`src/rtl/match_collector_l9.sv`:
```
// Realigns length-9 Cuckoo lookup hits with their byte offsets, queues match records
// and reports per-packet match counts. Optional nocase lane: MATCH_COLLECTOR_NOCASE_EN.
module match_collector_l9 #(
  parameter int DEPTH    = 16,
  parameter int OFFSET_W = 16,
  parameter int PIPE_LAT = 4
) (
  input  logic                  clk,
  input  logic                  rst,
  input  logic                  enable,
  input  logic                  sop,
  input  logic                  eop,
  input  logic [1:0]            compare_out,
  input  logic [1:0]            suffix,
  input  logic [1:0]            compare_out_nocase,
  input  logic [1:0]            suffix_nocase,
  output logic                  m_valid,
  input  logic                  m_ready,
  output logic [OFFSET_W+7:0]   m_data,
  output logic                  pkt_done,
  output logic [15:0]           pkt_matches,
  output logic                  overflow,
  output logic [15:0]           drop_cnt
);

  localparam int AW = $clog2(DEPTH);
  localparam int DW = OFFSET_W + 8;

  typedef enum logic {IDLE, ACTIVE} state_t;

  // ---------------- byte offset counter ----------------
  logic [OFFSET_W-1:0] cnt;
  logic [OFFSET_W-1:0] cur_off;

  assign cur_off = sop ? '0 : cnt;

  always_ff @(posedge clk) begin
    if (rst)
      cnt <= '0;
    else if (enable)
      cnt <= cur_off + OFFSET_W'(1);
  end

  // ---------------- alignment shift register ----------------
  logic                sr_v   [PIPE_LAT];
  logic [OFFSET_W-1:0] sr_off [PIPE_LAT];
  logic                sr_eop [PIPE_LAT];

  always_ff @(posedge clk) begin
    if (rst) begin
      for (int i = 0; i < PIPE_LAT; i++) begin
        sr_v[i]   <= 1'b0;
        sr_off[i] <= '0;
        sr_eop[i] <= 1'b0;
      end
    end else begin
      sr_v[0]   <= enable;
      sr_off[0] <= cur_off;
      sr_eop[0] <= enable & eop;
      for (int i = 1; i < PIPE_LAT; i++) begin
        sr_v[i]   <= sr_v[i-1];
        sr_off[i] <= sr_off[i-1];
        sr_eop[i] <= sr_eop[i-1];
      end
    end
  end

  logic                v_d;
  logic [OFFSET_W-1:0] off_d;
  logic                eop_d;

  assign v_d   = sr_v[PIPE_LAT-1];
  assign off_d = sr_off[PIPE_LAT-1];
  assign eop_d = sr_eop[PIPE_LAT-1];

  // ---------------- hit qualification ----------------
  logic [3:0] hit_mask;
  logic [1:0] sfx_nc;

`ifdef MATCH_COLLECTOR_NOCASE_EN
  assign hit_mask = {compare_out_nocase, compare_out};
  assign sfx_nc   = suffix_nocase;
`else
  logic nocase_unused;
  assign nocase_unused = ^{compare_out_nocase, suffix_nocase};
  assign hit_mask      = {2'b00, compare_out};
  assign sfx_nc        = 2'b00;
`endif

  logic          hit;
  logic          full;
  logic          pop;
  logic          push;
  logic          drop;
  logic [DW-1:0] rec;
  logic [AW:0]   count;

  assign hit  = v_d && (hit_mask != 4'b0000);
  assign full = (count == (AW+1)'(DEPTH));
  assign pop  = m_valid && m_ready;
  // A full FIFO still takes the record when the head leaves on the same edge.
  assign push = hit && (!full || pop);
  assign drop = hit && full && !pop;
  assign rec  = {off_d, hit_mask, sfx_nc, suffix};

  // ---------------- record FIFO ----------------
  logic [DW-1:0] mem [DEPTH];
  logic [AW-1:0] wr_ptr;
  logic [AW-1:0] rd_ptr;

  // NOTE: storage is deliberately not reset; m_data is forced to zero while empty.
  always_ff @(posedge clk) begin
    if (push)
      mem[wr_ptr] <= rec;
  end

  always_ff @(posedge clk) begin
    if (rst) begin
      wr_ptr <= '0;
      rd_ptr <= '0;
      count  <= '0;
    end else begin
      if (push)
        wr_ptr <= wr_ptr + AW'(1);
      if (pop)
        rd_ptr <= rd_ptr + AW'(1);
      case ({push, pop})
        2'b10:   count <= count + (AW+1)'(1);
        2'b01:   count <= count - (AW+1)'(1);
        default: count <= count;
      endcase
    end
  end

  assign m_valid = (count != '0);
  assign m_data  = m_valid ? mem[rd_ptr] : '0;

  // ---------------- overflow accounting ----------------
  always_ff @(posedge clk) begin
    if (rst) begin
      overflow <= 1'b0;
      drop_cnt <= '0;
    end else if (drop) begin
      overflow <= 1'b1;
      if (drop_cnt != 16'hFFFF)
        drop_cnt <= drop_cnt + 16'd1;
    end
  end

  // ---------------- packet FSM ----------------
  state_t state;
  state_t state_next;
  logic   cnt_clear;
  logic   retire;

  always_ff @(posedge clk) begin
    if (rst)
      state <= IDLE;
    else
      state <= state_next;
  end

  // NOTE: every combinational output gets a default first so no latch is inferred.
  always_comb begin
    state_next = state;
    if (enable && sop)
      state_next = ACTIVE;
    else if (eop_d)
      state_next = IDLE;
  end

  always_comb begin
    cnt_clear = enable && sop;
    retire    = eop_d;
  end

  logic [15:0] pkt_cnt;
  logic [15:0] pkt_cnt_sum;

  // The retiring byte's own hit is part of the final count.
  assign pkt_cnt_sum = pkt_cnt + 16'(push);

  always_ff @(posedge clk) begin
    if (rst) begin
      pkt_cnt     <= '0;
      pkt_matches <= '0;
      pkt_done    <= 1'b0;
    end else begin
      pkt_done <= retire;
      if (retire)
        pkt_matches <= pkt_cnt_sum;
      pkt_cnt <= cnt_clear ? 16'(push) : pkt_cnt_sum;
    end
  end

endmodule

```
`config.mk`:
```
export PLATFORM = sky130hd
export DESIGN_NAME = match_collector_l9
export DESIGN_NICKNAME = d
export VERILOG_FILES = /design/src/rtl/match_collector_l9.sv
export SDC_FILE = /design/constraint.sdc
export NUM_CORES = 1
export LEC_CHECK = 0
export BUFFER_PORTS_ARGS = -buffer_cell sky130_fd_sc_hd__buf_2
export CAP_MARGIN = 20
export CORE_ASPECT_RATIO = 1.5
export CORE_MARGIN = 8
export CORE_UTILIZATION = 45
export CTS_BUF_LIST = sky130_fd_sc_hd__clkbuf_4
export DETAILED_ROUTE_END_ITERATION = 8
export GPL_ROUTABILITY_DRIVEN = 0
export GPL_TIMING_DRIVEN = 1
export PLACE_DENSITY = 0.63
export SYNTH_ARGS = -nofsm -noshare
export SYNTH_HDL_FRONTEND = slang
export SYNTH_SLANG_ARGS = --single-unit
```
`constraint.sdc`:
```
create_clock -name clk -period 6.5 [get_ports clk]
set_input_delay 0.65 -clock clk [delete_from_list [all_inputs] [get_ports clk]]
set_output_delay 0.65 -clock clk [all_outputs]
set_load 0.01 [all_outputs]
```
Yosys cells after proc, flatten, opt, wreduce, memory -nomap -nowiden
Memories as Yosys holds them, arrays and structs flattened. A register that Yosys moved wholly into a read port is not among the register bits. Index checks and enable logic that the tools add are counted.

Register bits: 79. Memories: 4. Word-level logic and storage cells: 75. Input port bits: 14. Bits in writable memories: 392.

Memory list: mem (words 16, width 20, rd ports 1, clocked after Yosys merged registers in 1, wr ports 1, line 107) `logic [DW-1:0] mem [DEPTH];`; sr_off (words 4, width 16, rd ports 4, clocked after Yosys merged registers in 0, wr ports 4, line 46) `logic [OFFSET_W-1:0] sr_off [PIPE_LAT];`; sr_eop (words 4, width 1, rd ports 4, clocked after Yosys merged registers in 0, wr ports 4, line 47) `logic sr_eop [PIPE_LAT];`; sr_v (words 4, width 1, rd ports 4, clocked after Yosys merged registers in 0, wr ports 4, line 45) `logic sr_v [PIPE_LAT];`.

Multiplexer cells: 23. $add $sub $neg: 7. Reductions and logical operators: 14. Bitwise logic cells: 13. Equal/unequal tests: 4.

Operator list (count): 16-bit two-way mux (5); 16-bit by 1-bit adder with 16-bit output, second input constant (2); 24-bit two-way mux (1); 16-bit by 1-bit adder with 16-bit output (1); 16-bit inequality test, second input constant (1); 1-bit two-way mux (14); 1-bit OR (12); 5-bit one-hot mux with 2 select lines (1); 4-bit by 1-bit adder with 4-bit output, second input constant (2); 4-bit two-way mux (2); 1-bit logical AND (6); 5-bit by 1-bit adder with 5-bit output, second input constant (1); 5-bit == test, second input constant (1); 5-bit nonzero test (1); 5-bit by 1-bit subtractor with 5-bit output, second input constant (1); 4-bit nonzero test (1); 2-bit by 1-bit == test with 1-bit output, second input constant (1); 2-bit == test, second input constant (1); 1-bit zero test (2); 2-bit AND reduction (1); 2-bit nonzero test (1); 2-bit OR reduction (1); 1-bit bitwise AND (1); 1-bit logical OR (1).

Logic depth before layout (Yosys ltp)
Gate-level depths: netlist of run 1.

Word-level depth: 6. Mapped depth: 14. Mapped depth without buffers: 11.

Worst setup path after synthesis of run 1
No wires, ideal clock.

Path kind: in2reg. From: input compare_out[1]. To: memory mem[0][0] (netlist bit) (enable). Stages on the path: 5. Arrival: 2916 ps. Slack: 3162 ps. Buffers on the path: 1. Data required time: 6078 ps. Library setup time: 422 ps. Path through: o21a_1 a21boi_0 clkbuf_1 nand2_1 nor3_1.

Longest elaborated chain between the ends: 5.

RTL lines: start, declared (line 13) `input logic [1:0] compare_out,`; 4-bit nonzero test (line 98) `assign hit = v_d && (hit_mask != 4'b0000);`; 1-bit logical AND (line 98); 1-bit logical AND (line 102) `assign push = hit && (!full || pop);`; via push (line 93) `logic push;`; 1-bit two-way mux (line 113) `if (push)`; 1-bit two-way mux (implied by the code) (line 114) `mem[wr_ptr] <= rec;`; end, declared (line 107).

The timed path passes the listed nets, and every way through them passes these cells.

==> impl_summary.md, run 1 <==
Floorplanning
The area of the core is 39200 sq um. The die outline height is 260 um. The initial core utilization is 45.4%.

The die area is 46300 sq um. The cell row count is 89. The I/O pin count is 73. Measured along the x axis, the die boundary spans 178 um.

Clock network
Clock latency on the worst-skew pair, taken at its later pin, is 770 ps. After clock tree synthesis, the clock-pin slew on the worst setup and hold paths is 70 ps. The TritonCTS sink count is 475. No sink is reached through more buffers than the 3 on the longest clock path. In this run, post-CTS repair resized a total of 0 instances. TritonCTS built the clock tree. CTS built an H-tree with a depth of 3.

The tree is rooted in a sky130_fd_sc_hd__clkbuf_4. Buffers inserted during clock tree synthesis total 107.

Logic synthesis
Sorting the synthesized cells by area gives the leading types as sky130_fd_sc_hd__edfxtp_1 54%, sky130_fd_sc_hd__dfxtp_1 17%, sky130_fd_sc_hd__mux4_2 10%. The synthesis warning total is 0. The most frequently used flop master after synthesis is sky130_fd_sc_hd__edfxtp_1. The sequential share of the synthesized area is 71.4%. The synthesized flop and latch total is 475. The number of different library cells used by synthesis comes to 49. The gate count after technology mapping is 1088. After synthesis, the most frequently instantiated cells are 320 x sky130_fd_sc_hd__edfxtp_1, 155 x sky130_fd_sc_hd__dfxtp_1, 93 x sky130_fd_sc_hd__nor2_1.

The mean area per synthesized cell is 16.4 sq um. For this run, asynchronously set or reset flops after synthesis account for 0%. In this run, synthesis inferred 320 flip-flops with an integrated enable. The most common cell in the synthesized netlist is sky130_fd_sc_hd__edfxtp_1. Summed over all instances, the cell type with the most area after synthesis is sky130_fd_sc_hd__edfxtp_1.

The cell area after technology mapping is 17800 sq um. The fraction of post-synthesis cell area in the top cell type by area is 54.0%.

Power and ir drop
IR analysis of the VDD net gives a maximum drop of 0.148 mV. In this run the static leakage power is 7.00 nW. Power spread over the standard cell area amounts to 294 nW/um^2. Summing internal, switching and leakage power gives 5.95 mW.

Route
Summed over all nets, wire length on met3 after detailed routing comes to 2.11 mm. After detailed routing, the average wire length per cell comes to 19.9 um. The via count is 9612. The detailed router put a total of 14.6 mm of wire on met1.

The number of antenna-violating nets in the routed design is 0. The final layout contains routed wiring with a total length of 36.3 mm. The detailed router finished its first iteration with 648 violations. The total length of routed met2 wires is 18.8 mm. Routed signal wires occupy layers up through met5. The detail-routed via count per cell is 5.27. The number of search-and-repair iterations in the first detailed-routing pass is 5. The post-detailed-route DRC marker count is 0.

STA
The final critical-path share of the clock period is 61.6%. The final-report hold violation count is 0. The relative slew slack is 39.6%. The number of pins with negative max-slew slack in the final report is 0. The time the final worst path needs with I/O delays and setup is 4000 ps. Setup repair after global routing left no endpoint under its margin. Setup violations remaining at the end of the flow were counted as 0. The highest attainable clock frequency is 0.250 GHz. The pin slew with the least headroom to its limit is 897 ps.

The accumulated negative setup slack is 0 ps. Clock skew on the completed layout was measured at 44.3 ps.

Setup path
Walking the worst path, the cells encountered are buf_4 -> mux4_2 -> mux2i_1 -> o22ai_1 -> buf_2. The startpoint of the worst-slack reg-to-reg timing path is count[2]$_SDFFE_PP0P_. The register-to-register setup slack is 3570 ps. The delay contributed by the slowest stage of the critical path is 890 ps. The category of the worst setup path capture point is a primary output. The kind of cell with the highest combined delay along the critical path is flip-flops.

The endpoint of the worst register-to-register path is count[4]$_SDFFE_PP0P_. For the worst setup path, the data arrival time is 3350 ps. The worst setup path is of the flip-flop to primary output kind. The kind of launch point of the worst setup path is a flip-flop. The worst endpoint required time is 5850 ps.

The worst-path maximum fanout is 40. The combined buffer and inverter count along the critical path is 2. The cell with the biggest individual delay on the critical path is sky130_fd_sc_hd__dfxtp_4. The count of cell instances traversed by the critical path is 5. For the worst flop-to-flop path, the logic depth is 10.

The most critical setup path has its endpoint at m_data[10].

GRT
The wire length of the first global-routing pass is 55.5 mm. The global route total overflow is 0. The number of global-route vias before repair came to 9843. In the global route stage, overall resource usage came out at 15.8%. The number of antenna violations at the first check in global routing was 2. Entering global routing, the biggest net connects 82 pins.

Final layout
The net count of the finished layout is 1255. In the final layout, the share of cells above drive strength 1 is 28.2%. The area added between synthesis and finish is 13.8%.

Min path
The type of the worst min-delay path is input pin to flip-flop.

Placement
Port buffering added 64 buffers. The placed wire-length estimate after detailed placement is 20.5 mm.

Outcome
The flow ran to the end, and the final reports show no timing, DRC or antenna violations.

Job
The number of max-cap violations is 0.
-- worst reg2reg max path, delay by kind of cell, from the launching register on --
family          cells  cell delay (ps)
flops               1              520
simple gates        3              540
xor+xnor            2              320
compound gates      3              810
fa+ha+maj           2              600
-- power by group --
part	leakage (nW)	switching, mW	internal, mW	total [mW]
logic	1.76	0.161	0.157	0.319
registers	4.38	0.0412	3.20	3.24
clock network	0.869	1.11	1.28	2.39
total	7.00	1.31	4.64	5.95
-- timing repair --
item / CTS / global route
hold buffers: 1 / 0
setup buffers: 0 / 0
endpoints found under the hold margin: 1 / 0
-- flip-flops by register name, indices dropped and copies added, names as in the netlist, named ones only --
| register | flops |
|---|---|
| wr_ptr | 4 |
| count | 5 |
| sr_off | 64 |
| pkt_done | 1 |
| sr_v | 4 |
| pkt_matches | 16 |
| rd_ptr | 4 |
| pkt_cnt | 16 |
| drop_cnt | 16 |
| sr_eop | 4 |
| cnt | 16 |
| overflow | 1 |
| mem | 320 |
-- cells by family (layout without fill, tap and decap cells) --
family | after synthesis | in the layout | share of synthesized area (%)
compound gates | 72 | 72 | 2.74
buf+inv | 74 | 304 | 1.71
flops | 475 | 475 | 71.4
simple gates | 283 | 283 | 8.34
mux | 127 | 127 | 12.8
other cells | 1 | 6 | 0.0211
fa+ha+maj | 12 | 12 | 0.843
xor+xnor | 44 | 44 | 2.16
-- cell type report --
type                       instances  area [sq um]
fill                            3312         18900
sequential                       475         12700
multi-input combinational        542          4850
clock buffer                     165          1240
tap                              500           626
timing repair buffer              91           548
clock inverter                    36           228
inverter                          12          45.0
antenna                            2          5.00
-- metrics by stage --
stage                     utilization, %  setup slack (ps)  std cells  area [sq um]  hold WS [ps]
final                               51.7              2500       1823         20300           224
after global placement              47.8              3120       1618         18700           416
after floorplan                        -              3160       1091         17800           414
after detailed placement            47.8              3080       1618         18700           422
after global routing                51.7              2180       1823         20300           157
after CTS                           51.6              2260       1820         20200           117
-- worst min path at each step --
stage / from / endpoint / cells after the start
floorplan: sr_eop[0]$_SDFF_PP0_ / sr_eop[1]$_SDFF_PP0_ / 1
global placement: sr_off[0][7]$_SDFF_PP0_ / sr_off[1][7]$_SDFF_PP0_ / 1
detailed placement: sr_off[0][15]$_SDFF_PP0_ / sr_off[1][15]$_SDFF_PP0_ / 1
CTS: sop / sr_off[0][6]$_SDFF_PP0_ / 2
global route: sop / sr_off[0][6]$_SDFF_PP0_ / 2
finish: sop / sr_off[0][6]$_SDFF_PP0_ / 2
-- cells in the final DEF (no fill, tap or decap), types with 3 or more instances in the layout --
cell type | Yosys | routed
sky130_fd_sc_hd__a211oi_1 | 20 | 20
sky130_fd_sc_hd__a21oi_1 | 11 | 11
sky130_fd_sc_hd__a22oi_1 | 3 | 3
sky130_fd_sc_hd__and2_1 | 13 | 13
sky130_fd_sc_hd__and3_1 | 8 | 8
sky130_fd_sc_hd__and4_1 | 5 | 5
sky130_fd_sc_hd__buf_2 | 10 | 63
sky130_fd_sc_hd__buf_4 | 4 | 26
sky130_fd_sc_hd__bufinv_16 | 0 | 3
sky130_fd_sc_hd__clkbuf_4 | 0 | 165
sky130_fd_sc_hd__clkinv_1 | 0 | 27
sky130_fd_sc_hd__clkinv_2 | 0 | 3
sky130_fd_sc_hd__conb_1 | 1 | 4
sky130_fd_sc_hd__dfxtp_1 | 155 | 152
sky130_fd_sc_hd__edfxtp_1 | 320 | 320
sky130_fd_sc_hd__ha_1 | 12 | 12
sky130_fd_sc_hd__inv_1 | 12 | 12
sky130_fd_sc_hd__mux2i_1 | 46 | 46
sky130_fd_sc_hd__mux4_2 | 80 | 80
sky130_fd_sc_hd__nand2_1 | 32 | 32
sky130_fd_sc_hd__nand2b_1 | 6 | 6
sky130_fd_sc_hd__nand3_1 | 16 | 16
sky130_fd_sc_hd__nand4_1 | 13 | 13
sky130_fd_sc_hd__nor2_1 | 93 | 81
sky130_fd_sc_hd__nor2_2 | 0 | 12
sky130_fd_sc_hd__nor2b_1 | 66 | 66
sky130_fd_sc_hd__nor3_1 | 15 | 11
sky130_fd_sc_hd__nor3_2 | 0 | 4
sky130_fd_sc_hd__nor4_1 | 3 | 3
sky130_fd_sc_hd__o21ai_0 | 5 | 5
sky130_fd_sc_hd__o22ai_1 | 21 | 21
sky130_fd_sc_hd__o31ai_1 | 3 | 3
sky130_fd_sc_hd__or3_1 | 3 | 3
sky130_fd_sc_hd__xnor2_1 | 26 | 26
sky130_fd_sc_hd__xor2_1 | 18 | 18
-- layer usage --
layer  GRT usage (%)  vias up
li1                -     4478
met5               0        -
met4            6.36        2
met1            18.4     4809
met2            27.5      264
met3            3.99       59
Note: power is estimated with default switching activity, not from simulation.
==> run 2: changes to the inputs <==
- PLACE_DENSITY: 0.63 -> 0.66
- clock period: 6.5 -> 3.5 ns (I/O delays scaled with it)
==> run 2 against run 1 <==
Net effect: total power grew 84%; highest routed layer is now met4; sequential cell count unchanged; cell area up 0.58%; critical endpoint is now m_data[11]; count of clock-buffer cells in the layout shrank 8.
==> impl_summary.md, run 2 (same netlist as run 1, synthesis figures left out) <==
Outcome
The run finished with clean final reports.

Placement
The count of input and output buffers is 64. The placed wire-length estimate after detailed placement is 21.0 mm. The cell count after placement is 1628.

Final layout
The top cell types in the final layout, fill and taps aside, are 320 x sky130_fd_sc_hd__edfxtp_1, 157 x sky130_fd_sc_hd__clkbuf_4, 152 x sky130_fd_sc_hd__dfxtp_1, 81 x sky130_fd_sc_hd__nor2_1, 80 x sky130_fd_sc_hd__mux4_2. The final non-filler cell total is 1830. The flip-flop count of the largest register after layout is 320.

In the final layout, the registers with the most flip-flops are mem (320), sr_off (64). The commonest non-fill, non-tap cell in the layout is sky130_fd_sc_hd__edfxtp_1. Cells with a size suffix above 1 make up 28.5% of the layout. The register with the most flip-flops is mem. Relative to the synthesized area, the layout overhead comes to 14.5%.

At the end of the flow, the number of nets in the layout was 1273. Counting the fill cells in the layout gives 3249.

Floorplanning
The die outline height is 260 um. The initial utilization of the core area, before any placement, comes to 45.4%. For this design the top-level I/O count stands at 73. The die covers 46300 sq um. After floorplanning, the core was divided into 89 placement rows. The horizontal die dimension is 178 um.

The total area inside the core boundary comes to 39200 sq um.

Clock network
The H-tree was split into 3 levels. The count of instances resized after the clock tree is built is 0. The TritonCTS sink count is 475. The clock tree from TritonCTS is built. The maximum number of buffers from clock root to sink is 3.

The CTS buffer count is 107. After clock tree synthesis, the clock-pin slew on the worst setup and hold paths is 70 ps. In this run the post-CTS setup repair buffer count came out at 0. The count of hold-fix buffers inserted at cts is 9. The cell sitting at the root of the clock tree is a sky130_fd_sc_hd__clkbuf_4. The later pin in the worst-skew pair is clocked with a latency of 780 ps.

GRT
The overall track demand over capacity in global routing is 15.4%. The global route total overflow is 0. The number of antenna violations at the first check in global routing came to 1. The maximum number of pins on one net before global-route repair is 84. The wire length of the first global-routing pass is 54.7 mm. The number of global-route vias before repair is 10100.

STA
The accumulated negative setup slack is 0 ps. The relative slew slack is 45.9%. At the pin with the least slew margin, the transition time is 803 ps. The clock skew after layout is 62.3 ps.

The time the final worst path needs with I/O delays and setup is 3170 ps. The final-report hold violation count came to 0. The number of setup violations in the final report is 0. The final critical-path share of the clock period is 90.6%.

Setup repair after global routing left no endpoint under its margin. Hold is met by 322 ps. Timing would allow up to 0.315 GHz. The number of pins with negative max-slew slack in the final report was 0.

Setup path
The cell with the biggest individual delay on the critical path is sky130_fd_sc_hd__mux4_2. The critical path is of the flip-flop to primary output type. The data arrival time of the critical path is 2820 ps.

The depth of the most critical reg-to-reg path is 10. For the worst setup path, the data required time is 3150 ps. The category of the worst setup path capture point is a primary output. The delay contributed by the slowest stage of the critical path is 550 ps. The critical path goes through buf_12 -> mux4_2 -> mux2i_1 -> o22ai_1 -> buf_2. The worst-path maximum fanout is 48. The worst setup path is launched from a flip-flop.

Route
The number of antenna-violating nets in the routed design is 0. After detailed routing, the average wire length per cell comes to 19.3 um. For this block, the routed nets add up to 35.3 mm of wire. The first routing iteration left 589 violations.

In the routed layout, each cell is associated on average with a via count of 5.26. Detailed routing inserted a total of 9617 vias. After detailed routing, the number of remaining DRC violations is 0. Before antenna repair, the detailed router went through 5 iterations.

Min path
The type of the worst min-delay path is input pin to flip-flop. The cell count of the worst hold path is 3.

Power and ir drop
VDD sags by at most 0.409 mV. The power per cell area is 537 nW/um^2. In this run the static leakage power is 6.92 nW. Summing internal, switching and leakage power gives 10.9 mW.

Job
The number of max-cap violations is 0.
==> run 2: metrics by stage <==
stage | util, % | worst slack (ps) | instance area, sq um
after floorplan | - | 458 | 17800
after global placement | 48.1 | 523 | 18900
after detailed placement | 48.1 | 523 | 18900
after CTS | 51.9 | 164 | 20300
after global routing | 52.0 | 89.5 | 20400
final | 52.0 | 330 | 20400
==> run 2: path summary, 6_finish.rpt <==
| check | startpoint | endpoint | slack, ps |
|---|---|---|---|
| worst max-delay path | flip-flop | m_data[11] | 330 |
| worst min register to register | sr_off[1][6]$_SDFF_PP0_ | sr_off[2][6]$_SDFF_PP0_ | 410 |
| worst max register to register | count[2]$_SDFFE_PP0P_ | count[4]$_SDFFE_PP0P_ | 690 |
| worst min-delay path | eop | sr_eop[0]$_SDFF_PP0_ | 320 |
==> run 2: routing by layer <==
metal | track usage, % | wire length [um] | up-vias
li1 | - | - | 4491
met1 | 17.7 | 14000 | 4773
met2 | 26.6 | 18000 | 282
met3 | 3.59 | 2120 | 71
met4 | 7.67 | 1160 | 0
met5 | 0 | 0 | -
==> run 2: final cells by class <==
cell class,instances,area (sq um),area share [%]
sequential,475,12700,62.4
multi-input combinational,542,4850,23.8
clock buffer,157,1180,5.78
timing repair buffer,109,753,3.70
tap,500,626,3.07
clock inverter,34,203,0.995
inverter,12,45.0,0.221
antenna,1,2.50,0.0123
==> run 2: critical path: cells and delay by family, from the launching register on <==
family	cells	cell delay, ps
multiplexers	2	750
buffers and inverters	2	600
flip-flops	1	490
AO/OA/AOI/OAI	1	180
==> run 2: where the power goes <==
group	internal, mW	leakage (nW)	switching [mW]
Clock	2.21	0.827	2.04
Combinational	0.348	1.84	0.360
Sequential	5.94	4.26	0.0353
